$ cat config.mk
export PLATFORM = sky130hd
export DESIGN_NAME = dsp_cic_dec
export DESIGN_NICKNAME = d
export VERILOG_FILES = /design/src/rtl/dsp_cic_dec_pkg.sv /design/src/rtl/dsp_cic_dec_comb_stage.sv /design/src/rtl/dsp_cic_dec.sv
export SDC_FILE = /design/constraint.sdc
export NUM_CORES = 1
export LEC_CHECK = 0
export BUFFER_PORTS_ARGS = -buffer_cell sky130_fd_sc_hd__clkbuf_2
export CAP_MARGIN = 20
export CORE_AREA = 2 2 139 242
export CTS_CLUSTER_DIAMETER = 30
export DETAILED_ROUTE_END_ITERATION = 10
export DIE_AREA = 0 0 141 244
export HOLD_SLACK_MARGIN = 0.06
export SLEW_MARGIN = 20
export SYNTH_ARGS = -nofsm -noshare
export SYNTH_HDL_FRONTEND = slang
export SYNTH_SLANG_ARGS = --single-unit
$ cat constraint.sdc
create_clock -name clk -period 4.6 [get_ports clk]
set_clock_uncertainty 0.05 [all_clocks]
set_input_delay 1.15 -clock clk [delete_from_list [all_inputs] [get_ports clk]]
set_output_delay 1.15 -clock clk [all_outputs]
set_load 0.02 [all_outputs]
$ cat src/rtl/dsp_cic_dec_pkg.sv
// Shared CIC decimator derivations: accumulator width, output shift,
// rounding constant and output saturation bounds.
package dsp_cic_dec_pkg;

   // Supported parameter ranges for the decimator.
   localparam int CIC_N_MIN     = 1;
   localparam int CIC_N_MAX     = 5;
   localparam int CIC_LOG2R_MIN = 1;
   localparam int CIC_LOG2R_MAX = 5;

   // Accumulator width: input width grown by the worst-case gain R^N.
   function automatic int cic_w_acc(input int w_din, input int n, input int log2r);
      return w_din + n * log2r;
   endfunction

   // Right shift that removes the R^N gain exactly.
   function automatic int cic_shift(input int n, input int log2r);
      return n * log2r;
   endfunction

   // Half an output LSB, added before the shift for round-half-up.
   function automatic longint cic_round(input int n, input int log2r);
      return longint'(1) <<< (n * log2r - 1);
   endfunction

   // Largest value representable in a signed w-bit output.
   function automatic longint cic_sat_max(input int w);
      return (longint'(1) <<< (w - 1)) - 1;
   endfunction

   // Smallest value representable in a signed w-bit output.
   function automatic longint cic_sat_min(input int w);
      return -(longint'(1) <<< (w - 1));
   endfunction

endpackage

$ cat src/rtl/dsp_cic_dec_comb_stage.sv
// One CIC comb stage: y = x - x_prev, evaluated only when a valid token
// passes, so the previous-sample register tracks decimated samples only.
module dsp_cic_comb_stage
   import dsp_cic_dec_pkg::*;
#(
   parameter int W = 16
) (
   input  logic                clk,
   input  logic                rst_n,
   input  logic signed [W-1:0] x,
   input  logic                x_val,
   output logic signed [W-1:0] y,
   output logic                y_val
);

   logic signed [W-1:0] prev;

   // Difference against the previous decimated input; valid advances every clock.
   always_ff @(posedge clk or negedge rst_n) begin
      if (!rst_n) begin
         y     <= '0;
         y_val <= 1'b0;
         prev  <= '0;
      end else begin
         y_val <= x_val;
         if (x_val) begin
            y    <= x - prev;
            prev <= x;
         end
      end
   end

endmodule

$ cat src/rtl/dsp_cic_dec.sv
// CIC decimator: N zero-delay integrators at the input rate, decimation
// by R = 2^LOG2R, N pipelined combs, then round, shift out R^N and saturate.
module dsp_cic_dec
   import dsp_cic_dec_pkg::*;
#(
   parameter int N      = 3,
   parameter int LOG2R  = 2,
   parameter int W_DIN  = 16,
   parameter int W_DOUT = 16
) (
   input  logic                     clk,
   input  logic                     rst_n,
   input  logic signed [W_DIN-1:0]  din,
   input  logic                     din_val,
   output logic signed [W_DOUT-1:0] dout,
   output logic                     dout_val
);

   localparam int W_ACC = cic_w_acc(W_DIN, N, LOG2R);
   localparam int SHIFT = cic_shift(N, LOG2R);
   // Output-stage width: room for the rounding carry and the saturation bounds.
   localparam int W_EXT = (W_ACC + 1 > W_DOUT + 1) ? W_ACC + 1 : W_DOUT + 1;

   localparam logic signed [W_EXT-1:0] ROUND  = W_EXT'(cic_round(N, LOG2R));
   localparam logic signed [W_EXT-1:0] SAT_HI = W_EXT'(cic_sat_max(W_DOUT));
   localparam logic signed [W_EXT-1:0] SAT_LO = W_EXT'(cic_sat_min(W_DOUT));

   logic signed [W_ACC-1:0]  din_ext;
   logic [LOG2R-1:0]         phase;
   logic                     dec_strobe;
   logic signed [W_ACC-1:0]  cin;
   logic                     cin_val;
   logic signed [W_ACC-1:0]  comb_y;
   logic                     comb_val;
   logic signed [W_EXT-1:0]  comb_ext;
   logic signed [W_EXT-1:0]  rounded;
   logic signed [W_EXT-1:0]  scaled;
   logic signed [W_DOUT-1:0] dout_next;

   assign din_ext = {{(W_ACC - W_DIN){din[W_DIN-1]}}, din};

   // Integrator chain: each stage adds the freshly updated value of the stage
   // before it, so the whole cascade settles in one clock.
   genvar gi;
   generate
      for (gi = 0; gi < N; gi++) begin : g_int
         logic signed [W_ACC-1:0] acc;
         logic signed [W_ACC-1:0] sum;

         if (gi == 0) begin : g_first
            assign sum = acc + din_ext;
         end else begin : g_rest
            assign sum = acc + g_int[gi-1].sum;
         end

         // Accumulate only on input strobes; wrap-around is intentional.
         always_ff @(posedge clk or negedge rst_n) begin
            if (!rst_n) begin
               acc <= '0;
            end else if (din_val) begin
               acc <= sum;
            end
         end
      end
   endgenerate

   // The R-th strobe of each group is the one that is decimated.
   assign dec_strobe = din_val && (&phase);

   // Phase counter: counts input strobes modulo R, holds between strobes.
   always_ff @(posedge clk or negedge rst_n) begin
      if (!rst_n) begin
         phase <= '0;
      end else if (din_val) begin
         phase <= phase + LOG2R'(1);
      end
   end

   // Capture the updated last-integrator value on the decimation edge.
   always_ff @(posedge clk or negedge rst_n) begin
      if (!rst_n) begin
         cin     <= '0;
         cin_val <= 1'b0;
      end else begin
         cin_val <= dec_strobe;
         if (dec_strobe) begin
            cin <= g_int[N-1].sum;
         end
      end
   end

   // Comb cascade, one register stage per comb.
   generate
      for (gi = 0; gi < N; gi++) begin : g_comb
         logic signed [W_ACC-1:0] x;
         logic                    x_val;
         logic signed [W_ACC-1:0] y;
         logic                    y_val;

         if (gi == 0) begin : g_first
            assign x     = cin;
            assign x_val = cin_val;
         end else begin : g_rest
            assign x     = g_comb[gi-1].y;
            assign x_val = g_comb[gi-1].y_val;
         end

         dsp_cic_comb_stage #(
            .W (W_ACC)
         ) u_comb (
            .clk   (clk),
            .rst_n (rst_n),
            .x     (x),
            .x_val (x_val),
            .y     (y),
            .y_val (y_val)
         );
      end
   endgenerate

   assign comb_y   = g_comb[N-1].y;
   assign comb_val = g_comb[N-1].y_val;

   assign comb_ext = {{(W_EXT - W_ACC){comb_y[W_ACC-1]}}, comb_y};
   assign rounded  = comb_ext + ROUND;
   assign scaled   = rounded >>> SHIFT;

   // Clamp the scaled result into the signed output range.
   always_comb begin
      dout_next = scaled[W_DOUT-1:0];
      if (scaled > SAT_HI) begin
         dout_next = {1'b0, {(W_DOUT - 1){1'b1}}};
      end else if (scaled < SAT_LO) begin
         dout_next = {1'b1, {(W_DOUT - 1){1'b0}}};
      end
   end

   // Output register: new sample and one-cycle strobe, value held otherwise.
   always_ff @(posedge clk or negedge rst_n) begin
      if (!rst_n) begin
         dout     <= '0;
         dout_val <= 1'b0;
      end else begin
         dout_val <= comb_val;
         if (comb_val) begin
            dout <= dout_next;
         end
      end
   end

endmodule

==> results.md <==
- Crit path launch type: primary input
- Nets: between 1500 and 2000
- Largest area contributor in the netlist: dfrtp_1
- Met3 usage: between 2 and 3%
- Chip width: ~140 µm
- Arr. time, crit path: 5.74 ns
- HPWL after DPL: about 20000 µm
- Mapped Nets: between 1500 and 2000
- RSZ-0062 raised after global routing: true
- Critical path endpoint category: flop
- Post-synth EDFFs: 0
- Register bit total from synthesis: 238
- Filler cells: ~2800
- Worst-Margin Slew: between 0.9 and 1 ns
- Sequential area share after synthesis: between 40% and 50%
- Row count: 87
- # H-tree levels: 2
- Max-cap violations: 0
- Async S/R FF share, synth: 100%
- Largest cells by area after synthesis: dfrtp_1 41%, ha_1 11%, mux2_2 9.2%
- Share of the synthesized area in the top cell type: roughly two fifths
- Final Critical Period: 5.39 ns
- Core area: around 32000 µm²
- Setup slack after layout: -0.794 ns
- Worst reg-to-reg setup slack: -0.49 ns
- Synth top cells by count: 238 x dfrtp_1, 139 x nand2_1, 130 x ha_1
- Fin. max-slew vios: 0
- Clock Latency Late Sink: around 0.52 ns
- FMAX: ~0.19 GHz
- Via density: approximately 5.2
- Die H: 244 µm
- Total track usage: ~17%
- CP max stage cell: fa_2
- Hold crit path type: reg -> reg
- Pin count of the biggest net entering global routing: 87
- Yosys warning count: 0
- Slowest Stage Delay on Critical Path: 0.35 ns
- DRC Markers: 0
- Cell variety after synth: a little over 60
- CTS Root Cell: clkbuf_16
- Io pins: 36
- GR Overflow Total: 0
- Syn Area/Cell: ~10 µm²
- Routed Antenna Nets: 0
- Slew Limit Headroom: 34.2%
- Die area: 34400 µm²
- Worst Path Required: 4.95 ns
- Cell mode on critical path: a21oi_2
- IO Port Bufs: 35
- Clock Sinks: around 240
- Layout area overhead: 26.5%
- Share of cells above drive strength 1: just under 30%
- Cell with the most instances after synthesis: dfrtp_1
- Final Cycle Share: 117%
- Post-Syn Instances: 1460
- Initial antenna violation count: 0
- Worst-path clk slew: about 0.050 ns
- Multi-input gate area: 8580 µm²
- Number of global-route vias before repair: about 11000
- M1 GR Usage: approximately 17%
- Hold Vio Cnt, Final: 0
- Initial Util: 44.6%
- Grt met2 use: 34.9%
- Classification of the worst setup path: in -> reg
- Clock Tree Buf Depth: 3
- Maximum fanout along the worst path: 3
- Primary FF master, synth: dfrtp_1
- Register area: 5960 µm²
- Hold_ws: between 0.4 and 0.5 ns
- Hold buffer count at CTS: 0
- Setup violations, final: 23
- First-pass GRT wire length: roughly 50000 µm
- Vias: 10931
- Status: finished with violations
- ANT cells: 0
- RD Place Congestion: 0.833
- Mapped cell area: about 14000 µm²
- GRT busiest layer: met2
- CTS tree: yes
- Num CTS Buffers: 39
- DR WL/cell: around 14 µm
- DRT Pass-1 Iters: 4
- Initial DRC count: 344
- DRT Wirelength: about 30000 µm
- Violations in the final reports: negative setup slack
==> final cells by class <==
cell class	count	area share (%)
well taps	400	2.74
clock inverters	22	1.60
clock buffers	48	5.98
flip-flops and latches	238	32.6
inverters	95	1.95
multi-input cells	1089	47.0
repair buffers	199	8.11
==> cell families after synthesis <==
| group | share of synthesized area, % |
|---|---|
| AOI/OAI and AO/OA | 15.5 |
| and+or+nand+nor | 11.3 |
| DFF | 41.3 |
| adders and majority gates | 12.0 |
| buffers and inverters | 3.46 |
| muxes | 9.35 |
| xor gates and xnor gates | 7.14 |
==> registers in the layout, indices dropped and copies added, names as in the netlist <==
| name | cells |
|---|---|
| cin | 22 |
| cin_val | 1 |
| dout | 16 |
| dout_val | 1 |
| g_comb.u_comb.prev | 66 |
| g_comb.u_comb.y | 61 |
| g_comb.u_comb.y_val | 3 |
| g_int.acc | 66 |
| phase | 2 |
==> final timing paths <==
path / startpoint / endpoint / cells after the start
hold / removal: phase[0] / phase[0] / 1
setup reg to reg: g_int[0].acc[0] / g_int[2].acc[20] / 29
min in group asynchronous: rst_n / g_comb[2].u_comb.prev[0] / 1
setup / recovery: din[0] / g_int[2].acc[20] / 30
hold reg to reg: phase[0] / phase[0] / 1
max in group asynchronous: rst_n / g_comb[2].u_comb.y[21] / 2
==> cell usage in the layout (no fill, tap or decap), drive strengths merged, types with 5 or more instances in the layout <==
| cell type | instances |
|---|---|
| a211o | 6 |
| a211oi | 13 |
| a21boi | 7 |
| a21o | 36 |
| a21oi | 104 |
| a31oi | 5 |
| and2 | 5 |
| and3 | 7 |
| buf | 168 |
| bufinv | 5 |
| clkbuf | 79 |
| clkinv | 7 |
| clkinvlp | 6 |
| dfrtp | 238 |
| fa | 5 |
| ha | 130 |
| inv | 99 |
| mux2 | 118 |
| nand2 | 139 |
| nand2b | 18 |
| nand3 | 28 |
| nor2 | 88 |
| nor2b | 16 |
| nor3 | 23 |
| o211ai | 9 |
| o21a | 14 |
| o21ai | 120 |
| o21bai | 11 |
| o311ai | 5 |
| o31ai | 12 |
| or2 | 7 |
| or3 | 8 |
| xnor2 | 77 |
| xor2 | 38 |
==> critical path: cells and delay by family <==
kind,cells,cell delay [ns]
AOI/OAI and AO/OA,15,2.20
adders and majority gates,4,1.06
xor gates and xnor gates,3,0.48
and+or+nand+nor,5,0.46
muxes,1,0.27
buffers and inverters,2,0.10
==> through the flow <==
step / setup slack [ns] / std cells / cell area (µm²) / util (%) / TNS [ns]
detailed placement: -1.54 / 1991 / 16100 / 49.7 / -29.85
global placement: -1.44 / 1991 / 16100 / 49.7 / -26.99
floorplan: -1.07 / 1460 / 14500 / - / -12.39
finish: -0.794 / 2091 / 18300 / 56.5 / -9.86
global route: -1.04 / 2091 / 18300 / 56.5 / -16.66
CTS: -0.749 / 2079 / 17700 / 54.8 / -9.55
==> per-layer routing <==
layer  vias to the layer above  share of wire [%]
met2                       136                 56
met4                         0                3.7
met3                        82                2.5
met1                      5175                 38
met5                         -                  0
li1                       5538                  -
==> repair_timing <==
| action | CTS | global route |
|---|---|---|
| setup buffers | 18 | 16 |
| pin swaps | 33 | 56 |
| resized for setup | 35 | 81 |
| endpoints found under the setup margin | 26 | 33 |
Power is not shown: default switching activity piles up to over one toggle a cycle in this logic, so the estimate is an artifact.
